--- src/rtl/ll_refine_pkg.sv ---
// Shared constants and the slot-entry type for the linked-list refinement tracker.
package ll_refine_pkg;

  localparam int DEF_WIDTH     = 8;
  localparam int DEF_DEPTH     = 4;
  localparam int DEF_NUM_FIFOS = 2;
  localparam int DEF_FIFO_SEL  = 0;
  localparam int DEF_PTR_WIDTH = $clog2(DEF_DEPTH);

  // One tracked physical slot at the default geometry.
  typedef struct packed {
    logic                     valid;
    logic [DEF_PTR_WIDTH-1:0] idx;
    logic [DEF_WIDTH-1:0]     data;
  } slot_entry_t;

endpackage

--- src/rtl/ll_refine_slot.sv ---
// One physical slot: holds valid, logical index and (with LL_REFINE_DATA_EN) data.
module ll_refine_slot #(
  parameter int WIDTH     = 8,
  parameter int PTR_WIDTH = 2
) (
  input  logic                 clk,
  input  logic                 rst,
  input  logic                 set,
  input  logic                 pop,
  input  logic [PTR_WIDTH-1:0] set_idx,
  input  logic [WIDTH-1:0]     set_data,
  output logic                 valid,
  output logic [PTR_WIDTH-1:0] idx,
  output logic [WIDTH-1:0]     data
);

  localparam logic [PTR_WIDTH-1:0] IDX_ONE = {{(PTR_WIDTH-1){1'b0}}, 1'b1};

  // A set wins over a pop so the slot freed at the head can be reused in the same cycle.
  always_ff @(posedge clk or posedge rst) begin
    if (rst) begin
      valid <= 1'b0;
      idx   <= '0;
    end else if (set) begin
      valid <= 1'b1;
      idx   <= set_idx;
    end else if (pop && valid) begin
      if (idx == '0) begin
        valid <= 1'b0;
        idx   <= '0;
      end else begin
        idx <= idx - IDX_ONE;
      end
    end
  end

`ifdef LL_REFINE_DATA_EN
  always_ff @(posedge clk or posedge rst) begin
    if (rst) begin
      data <= '0;
    end else if (set) begin
      data <= set_data;
    end
  end
`else
  logic unused_data;
  assign unused_data = ^set_data;
  assign data        = '0;
`endif

endmodule

--- src/rtl/ll_upward_refinement.sv ---
// Abstract-queue view of one logical FIFO inside a shared linked-list FIFO.
// Optional per-slot data storage is enabled by defining LL_REFINE_DATA_EN.
module ll_upward_refinement
  import ll_refine_pkg::*;
#(
  parameter int WIDTH     = DEF_WIDTH,
  parameter int DEPTH     = DEF_DEPTH,
  parameter int NUM_FIFOS = DEF_NUM_FIFOS,
  parameter int FIFO_SEL  = DEF_FIFO_SEL,
  parameter int PTR_WIDTH = $clog2(DEPTH),
  parameter int SEL_WIDTH = $clog2(NUM_FIFOS)
) (
  input  logic                 clk,
  input  logic                 rst,
  input  logic                 push,
  input  logic                 pop,
  input  logic [SEL_WIDTH-1:0] push_sel,
  input  logic [SEL_WIDTH-1:0] pop_sel,
  input  logic [WIDTH-1:0]     data_in,
  input  logic [PTR_WIDTH-1:0] alloc_ptr,
  input  logic [PTR_WIDTH-1:0] query_ptr,
  input  logic [PTR_WIDTH-1:0] query_idx,
  output logic                 abs_empty,
  output logic                 abs_full,
  output logic [PTR_WIDTH:0]   abs_count,
  output logic [PTR_WIDTH-1:0] idx_of_ptr,
  output logic                 ptr_vld,
  output logic [PTR_WIDTH-1:0] ptr_of_idx,
  output logic                 idx_vld,
  output logic [WIDTH-1:0]     abs_data_out,
  output logic                 err
);

  localparam logic [PTR_WIDTH:0] DEPTH_C = (PTR_WIDTH+1)'(DEPTH);
  localparam logic [PTR_WIDTH:0] CNT_ONE = {{PTR_WIDTH{1'b0}}, 1'b1};

  logic [DEPTH-1:0]     s_valid;
  logic [PTR_WIDTH-1:0] s_idx  [DEPTH];
  logic [WIDTH-1:0]     s_data [DEPTH];
  logic [DEPTH-1:0]     s_set;

  logic [PTR_WIDTH:0]   count;
  logic                 err_q;

  logic                 t_push, t_pop, do_pop, push_ok;
  logic                 alloc_valid, alloc_head;
  logic                 err_pop, err_full, err_alloc;
  logic [PTR_WIDTH:0]   push_pos;

  assign t_push = push && (push_sel == SEL_WIDTH'(FIFO_SEL));
  assign t_pop  = pop  && (pop_sel  == SEL_WIDTH'(FIFO_SEL));
  assign do_pop = t_pop && (count != '0);

  always_comb begin
    alloc_valid = 1'b0;
    alloc_head  = 1'b0;
    for (int i = 0; i < DEPTH; i++) begin
      if (PTR_WIDTH'(i) == alloc_ptr) begin
        alloc_valid = s_valid[i];
        alloc_head  = s_valid[i] && (s_idx[i] == '0);
      end
    end
  end

  // Reusing the slot that the same-cycle pop frees at the head is legal.
  assign err_pop   = t_pop && (count == '0);
  assign err_full  = t_push && (count == DEPTH_C) && !do_pop;
  assign err_alloc = t_push && alloc_valid && !(do_pop && alloc_head);
  assign push_ok   = t_push && !err_full && !err_alloc;
  assign push_pos  = do_pop ? (count - CNT_ONE) : count;

  always_comb begin
    s_set = '0;
    for (int i = 0; i < DEPTH; i++) begin
      s_set[i] = push_ok && (PTR_WIDTH'(i) == alloc_ptr);
    end
  end

  for (genvar g = 0; g < DEPTH; g++) begin : g_slot
    ll_refine_slot #(
      .WIDTH     (WIDTH),
      .PTR_WIDTH (PTR_WIDTH)
    ) u_slot (
      .clk      (clk),
      .rst      (rst),
      .set      (s_set[g]),
      .pop      (do_pop),
      .set_idx  (push_pos[PTR_WIDTH-1:0]),
      .set_data (data_in),
      .valid    (s_valid[g]),
      .idx      (s_idx[g]),
      .data     (s_data[g])
    );
  end

  always_ff @(posedge clk or posedge rst) begin
    if (rst) begin
      count <= '0;
      err_q <= 1'b0;
    end else begin
      if (push_ok && !do_pop) begin
        count <= count + CNT_ONE;
      end else if (do_pop && !push_ok) begin
        count <= count - CNT_ONE;
      end
      if (err_pop || err_full || err_alloc) begin
        err_q <= 1'b1;
      end
    end
  end

  always_comb begin
    idx_of_ptr   = '0;
    ptr_vld      = 1'b0;
    ptr_of_idx   = '0;
    abs_data_out = '0;
    idx_vld      = ({1'b0, query_idx} < count);
    for (int i = 0; i < DEPTH; i++) begin
      if ((PTR_WIDTH'(i) == query_ptr) && s_valid[i]) begin
        idx_of_ptr = s_idx[i];
        ptr_vld    = 1'b1;
      end
      if (idx_vld && s_valid[i] && (s_idx[i] == query_idx)) begin
        ptr_of_idx = PTR_WIDTH'(i);
      end
      if (s_valid[i] && (s_idx[i] == '0)) begin
        abs_data_out = s_data[i];
      end
    end
  end

  assign abs_count = count;
  assign abs_empty = (count == '0);
  assign abs_full  = (count == DEPTH_C);
  assign err       = err_q;

endmodule

--- config.mk ---
export PLATFORM = sky130hd
export DESIGN_NAME = ll_upward_refinement
export DESIGN_NICKNAME = d
export VERILOG_FILES = /design/src/rtl/ll_refine_pkg.sv /design/src/rtl/ll_refine_slot.sv /design/src/rtl/ll_upward_refinement.sv
export SDC_FILE = /design/constraint.sdc
export NUM_CORES = 1
export LEC_CHECK = 0
export BUFFER_PORTS_ARGS = -buffer_cell sky130_fd_sc_hd__buf_2
export CORE_ASPECT_RATIO = 0.75
export CORE_MARGIN = 2
export CORE_UTILIZATION = 45
export DETAILED_ROUTE_END_ITERATION = 16
export PLACE_DENSITY = 0.68
export SETUP_SLACK_MARGIN = 0.3
export SYNTH_ARGS = -nofsm -noshare
export SYNTH_HDL_FRONTEND = slang
export SYNTH_HIERARCHICAL = 1
export SYNTH_SLANG_ARGS = --single-unit
--- constraint.sdc ---
create_clock -name clk -period 2.9 [get_ports clk]
set_clock_uncertainty 0.05 [all_clocks]
set_input_delay 0.58 -clock clk [delete_from_list [all_inputs] [get_ports clk]]
set_output_delay 0.58 -clock clk [all_outputs]
set_load 0.005 [all_outputs]
==> results of run 1 <==
## cell type report
type                       instances  area [um2]
fill                             395        1980
multi-input combinational        177        1230
sequential                        16         400
timing repair buffer              37         200
tap                               55        68.8
clock buffer                       4        55.1
inverter                          11        41.3
## path summary, 6_finish.rpt
check                                              from                 endpoint  slack, ns  cells after the start
min in group clk                                    err                      err       0.44                      2
worst min-delay path                                rst  g_slot[1].u_slot/idx[1]       0.18                      2
worst max-delay path                       abs_count[1]            ptr_of_idx[0]       0.51                      7
worst min register to register                      err                      err       0.44                      2
worst max register to register  g_slot[3].u_slot/idx[0]             abs_count[2]       0.52                      7
max in group asynchronous                           rst             abs_count[0]       2.45                      2
## cell families (layout without fill, tap and decap cells)
kind of cell	after synthesis	after routing	share of synthesized area, %
adders and majority gates	5	5	3.42
and+or+nand+nor	68	68	25.0
DFF	16	16	21.9
muxes	3	3	3.22
xor gates and xnor gates	10	10	4.79
AOI/OAI and AO/OA	59	59	24.0
buffers and inverters	46	52	16.8
other	4	32	0.821
## report_power, final
part	switching (mW)	leakage, nW	internal, mW
clock	0.0782	0.0288	0.121
combinational	0.503	0.735	0.526
sequential	0.196	0.198	0.317
## registers in the layout, summed over array words and instances, names as in the netlist
| name | flops |
|---|---|
| g_slot.u_slot/valid | 4 |
| abs_count | 3 |
| g_slot.u_slot/idx | 8 |
| err | 1 |
## metal layers
layer	routed length [um]	part of all wire, %	global-route usage (%)	vias up
li1	-	-	-	769
met1	1960	52	25.8	719
met2	1670	44	26.8	22
met3	120	3.2	4.27	4
met4	19	0.50	3.83	0
met5	0	0	0	-
## cell usage after synthesis (all sizes together) (4+ instances only)
| cell | n |
|---|---|
| buf | 34 |
| nand2 | 20 |
| o21ai | 20 |
| dfrtp | 16 |
| inv | 11 |
| a221oi | 8 |
| nor2 | 8 |
| xnor2 | 6 |
| a21boi | 5 |
| ha | 5 |
| nand2b | 5 |
| nor2b | 5 |
| nor3b | 5 |
| or3b | 5 |
| a21o | 4 |
| a21oi | 4 |
| a22o | 4 |
| and4b | 4 |
| conb | 4 |
| nand3b | 4 |
| o31a | 4 |
| xor2 | 4 |
## repair_timing
item,4_1_cts,5_1_grt
resized for setup,0,1
setup endpoints to repair,0,1
endpoints found under the hold margin,0,0
## critical path, stage by stage, from the launching register on
cell	delay, ns
dfrtp_1	0.42
inv_1	0.10
ha_1	0.28
nor2_1	0.03
or3_1	0.36
nand4_1	0.13
nand2_1	0.06
buf_2	0.12
==> out/results.tsv, run 1 <==
stage	metric	value	unit
finish	final std cells w/o fill	300	
synth	Async S/R FF share, synth	100	%
synth	Synth Warn #	6	
sta	Min Clock Period, post-route	2.39	ns
setup_path	crit path DAT	1.76	ns
routing	WL final	3770	um
sta	PnR worst setup slack	0.513	ns
clocking	Setup Fix Bufs, Post-CTS	0	
sta	Hold Worst Slack	0.183	ns
clocking	Clock transition at path regs	0.06	ns
sta	final count of negative-setup-slack endpoints	0	
placed_design	port bufs	31	
global_route	global-route wire length before repair	6400	um
clocking	CTS tree	built	
finish	commonest non-fill, non-tap cells in the layout	conb_1 (32), buf_2 (31), nand2_1 (20), dfrtp_1 (16), inv_1 (11)	
placed_design	Routability Congestion	0.810	
setup_path	Worst Setup End Kind	output port	
clocking	CTS root buffer	clkbuf_8	
routing	routed len/inst	12.6	um
floorplanning	die height	59.2	um
floorplanning	# IOs	40	
routing	DR vias/cell	5.05	
clocking	Clk Latency, worst-skew pair	0.25	ns
global_route	total track usage	17.7	%
synth	EDFF count, synth	0	
clocking	CTS Buf Count	3	
sta	Final Hold Viols	0	
sta	setup TNS	0	ns
floorplanning	Die X	77.6	um
sta	max-slew violations	0	
pwr	Total Power	1.74	mW
sta	crit share post-route	82.3	%
finish	Final Instance Area	2000	um2
finish	share of layout cells above drive strength 1	21.6	%
pwr	Max VDD drop	465	uV
finish	synthesis-to-layout area growth	9.38	%
sta	fmax	0.419	GHz
setup_path	crit path max fanout	5	
synth	Yosys reg bits	16	
flow_run	max_cap viols	0	
synth	post-synthesis cell type count	46	
floorplanning	initial core utilization	45.9	%
global_route	GRT overflow	0	
placed_design	post-placement cell area	1940	um2
placed_design	placed cell count	296	
clocking	Clock Path Buffers	2	
clocking	clock sink count	16	
global_route	vias in the first global route	1341	
setup_path	CP Class	reg2out	
synth	Netlist Area Pre-Place	1830	um2
routing	DRT Pass-1 Iters	4	
synth	Primary FF master, synth	dfrtp_1	
sta	RSZ-0062 raised after global routing	false	
placed_design	DP HPWL	2880	um
synth	top cell type's share of synthesized area	21.9	%
global_route	largest net degree at the start of global routing	18	
clocking	H-Tree Depth	1	
finish	most common cell after layout, fill and taps aside	conb_1	
synth	post-synthesis sequential area ratio	21.9	%
sta	slew margin rel.	57.0	%
routing	DRC	0	
floorplanning	Core Rows	20	
synth	synthesized area per cell	8.66	um2
setup_path	Startpoint Class	flop	
synth	area leader, netlist	dfrtp_1	
floorplanning	CORE AREA	3980	um2
clocking	Post-CTS Hold Buffers	0	
synth	synthesized instance count	211	
routing	post-route ant nets	0	
placed_design	dpl ws	0.429	ns
hold_path	Hold Path Class	in2async	
sta	worst-margin pin slew	0.643	ns
finish	final net count	271	
global_route	initial antenna violation count	0	
finish	antenna cells	0	
pwr	Power Density	871	nW/um2
synth	largest cells by area after synthesis	dfrtp_1 (22%), buf_4 (13%), nand2_1 (4.1%), a221oi_1 (3.8%), ha_1 (3.4%)	
setup_path	Worst EP required	2.27	ns
finish	fin util	50.3	%
floorplanning	die area	4590	um2
outcome	status	finished clean	
routing	DRT iter0 DRCs	110	
routing	vias	1514	
pwr	Leak	0.962	nW
Note: power is estimated with default switching activity, not from simulation.
==> inputs of run 2 (changes only) <==
- PLACE_DENSITY: 0.68 -> 0.71
- clock period: 2.9 -> 1.9 ns (I/O delays scaled with it)
==> run 2 against run 1 <==
The flow now finishes with violations (negative setup slack). First-iteration DRC count fell by 24%. Critical path depth rose by 1. Flip-flop and latch count did not move. Cell area rose by 39%. Critical path type unchanged.
==> out/results.tsv, run 2 (synthesized netlist as in run 1, its figures left out) <==
stage	metric	value	unit
routing	DRC	0	
sta	crit share post-route	113	%
clocking	CTS root buffer	clkbuf_8	
global_route	initial antenna violation count	0	
clocking	clock sink count	16	
floorplanning	CORE AREA	3980	um2
setup_path	crit path DAT	1.71	ns
outcome	violated checks	negative setup slack	
sta	fmax	0.467	GHz
floorplanning	# IOs	40	
placed_design	Routability Congestion	0.792	
finish	Reg with most FFs	g_slot.u_slot/idx	
routing	WL final	4950	um
routing	DRT Pass-1 Iters	4	
routing	DR vias/cell	5.13	
finish	share of layout cells above drive strength 1	51.0	%
global_route	largest net degree at the start of global routing	10	
pwr	Leak	1.30	nW
floorplanning	die area	4590	um2
floorplanning	die height	59.2	um
setup_path	critical path's slowest cell	dfrtp_1	
finish	Largest register FFs	8	
finish	final net count	322	
clocking	CTS tree	built	
finish	fin util	69.7	%
global_route	GRT overflow	0	
sta	RSZ-0062 raised after global routing	true	
finish	Final Instance Area	2770	um2
sta	final count of negative-setup-slack endpoints	26	
setup_path	Worst Setup End Kind	output port	
clocking	H-Tree Depth	1	
setup_path	CP bufs+invs	3	
floorplanning	Die X	77.6	um
sta	Min Clock Period, post-route	2.14	ns
setup_path	cells along the critical path	inv_2, buf_6, ha_4, nor2_2, or3_4, nand4_1, nand2_1, buf_2	
global_route	total track usage	21.0	%
sta	worst-margin pin slew	0.920	ns
floorplanning	initial core utilization	45.9	%
clocking	Clock Path Buffers	2	
global_route	vias in the first global route	1616	
setup_path	Startpoint Class	flop	
clocking	Clock transition at path regs	0.06	ns
setup_path	Worst EP required	1.47	ns
sta	Hold Worst Slack	0.476	ns
setup_path	crit path max fanout	4	
clocking	Clk Latency, worst-skew pair	0.25	ns
finish	antenna cells	0	
global_route	global-route wire length before repair	7560	um
placed_design	DP HPWL	3440	um
sta	Final Hold Viols	0	
finish	most common cell after layout, fill and taps aside	buf_4	
routing	DRT iter0 DRCs	84	
finish	Filler cells	282	
sta	slew margin rel.	38.4	%
routing	routed len/inst	14.1	um
pwr	Max VDD drop	607	uV
sta	PnR worst setup slack	-0.243	ns
setup_path	CP max stage delay	0.36	ns
routing	post-route ant nets	0	
setup_path	CP Class	reg2out	
hold_path	Hold Path Class	reg2reg	
sta	setup TNS	-3.20	ns
pwr	Power Density	1390	nW/um2
setup_path	Worst path top cell family by delay	simple AND/OR/NAND/NOR gates	
routing	vias	1801	
finish	commonest non-fill, non-tap cells in the layout	buf_4 (40), conb_1 (32), buf_2 (30), dfrtp_1 (16), nand2_1 (15)	
placed_design	post-placement cell area	2340	um2
sta	max-slew violations	0	
pwr	Total Power	3.86	mW
clocking	CTS Buf Count	3	
outcome	status	finished, violations left	
flow_run	max_cap viols	0	
finish	synthesis-to-layout area growth	51.7	%
placed_design	port bufs	31	
floorplanning	Core Rows	20	
run 2: layout make-up:
cell class / instances / area [um2] / share of cell area [%]
tap: 55 / 68.8 / 2.48
inverter: 11 / 46.3 / 1.67
clock buffer: 4 / 55.1 / 1.99
sequential: 16 / 400 / 14.4
multi-input combinational: 177 / 1510 / 54.6
timing repair buffer: 88 / 689 / 24.9
run 2: report_power, final:
| part | switching (mW) | leakage [nW] | total (mW) | internal (mW) |
|---|---|---|---|---|
| Sequential | 0.130 | 0.198 | 0.616 | 0.486 |
| Combinational | 1.36 | 1.08 | 2.94 | 1.58 |
| Clock | 0.121 | 0.0288 | 0.305 | 0.184 |
run 2: final timing paths:
check,startpoint,to,slack (ns),cells past startpoint
worst max register to register,g_slot[3].u_slot/valid,abs_count[2],-0.24,7
worst min register to register,err,err,0.48,2
worst min-delay path,err,err,0.48,2
max in group asynchronous,rst,abs_count[0],1.09,3
worst max-delay path,abs_count[1],ptr_of_idx[0],-0.24,8
min in group asynchronous,rst,g_slot[2].u_slot/valid,0.54,3
run 2: through the flow:
step / std cells / setup slack, ns
2_1_floorplan: 239 / -0.253
3_3_place_gp: 333 / -0.202
3_5_place_dp: 333 / -0.266
4_1_cts: 345 / -0.229
5_1_grt: 351 / -0.306
6_report: 351 / -0.243
run 2: timing repair:
| item | in CTS | in global routing |
|---|---|---|
| gates resized for setup | 31 | 41 |
| pin swaps | 11 | 9 |
| hold buffers | 1 | 0 |
| gates cloned | 1 | 0 |
| setup buffers | 6 | 6 |
| setup endpoints to repair | 30 | 32 |
| endpoints found under the hold margin | 12 | 0 |
run 2: worst register-to-register path, delay by kind of cell (launching register included):
family                   cells  cell delay [ns]
multiplexers                 1             0.18
AO/OA/AOI/OAI                2             0.63
adder cells (fa/ha/maj)      1             0.14
flip-flops                   1             0.40
XOR/XNOR                     1             0.14
AND/OR/NAND/NOR              2             0.50
run 2: layer usage:
layer  up-vias  routed length, um  global-route usage, %
met4         0                 18                   3.06
met5         -                  0                      0
met3         4                149                   3.20
met2        37               2420                   37.2
met1       882               2350                   28.0
li1        878                  -                      -
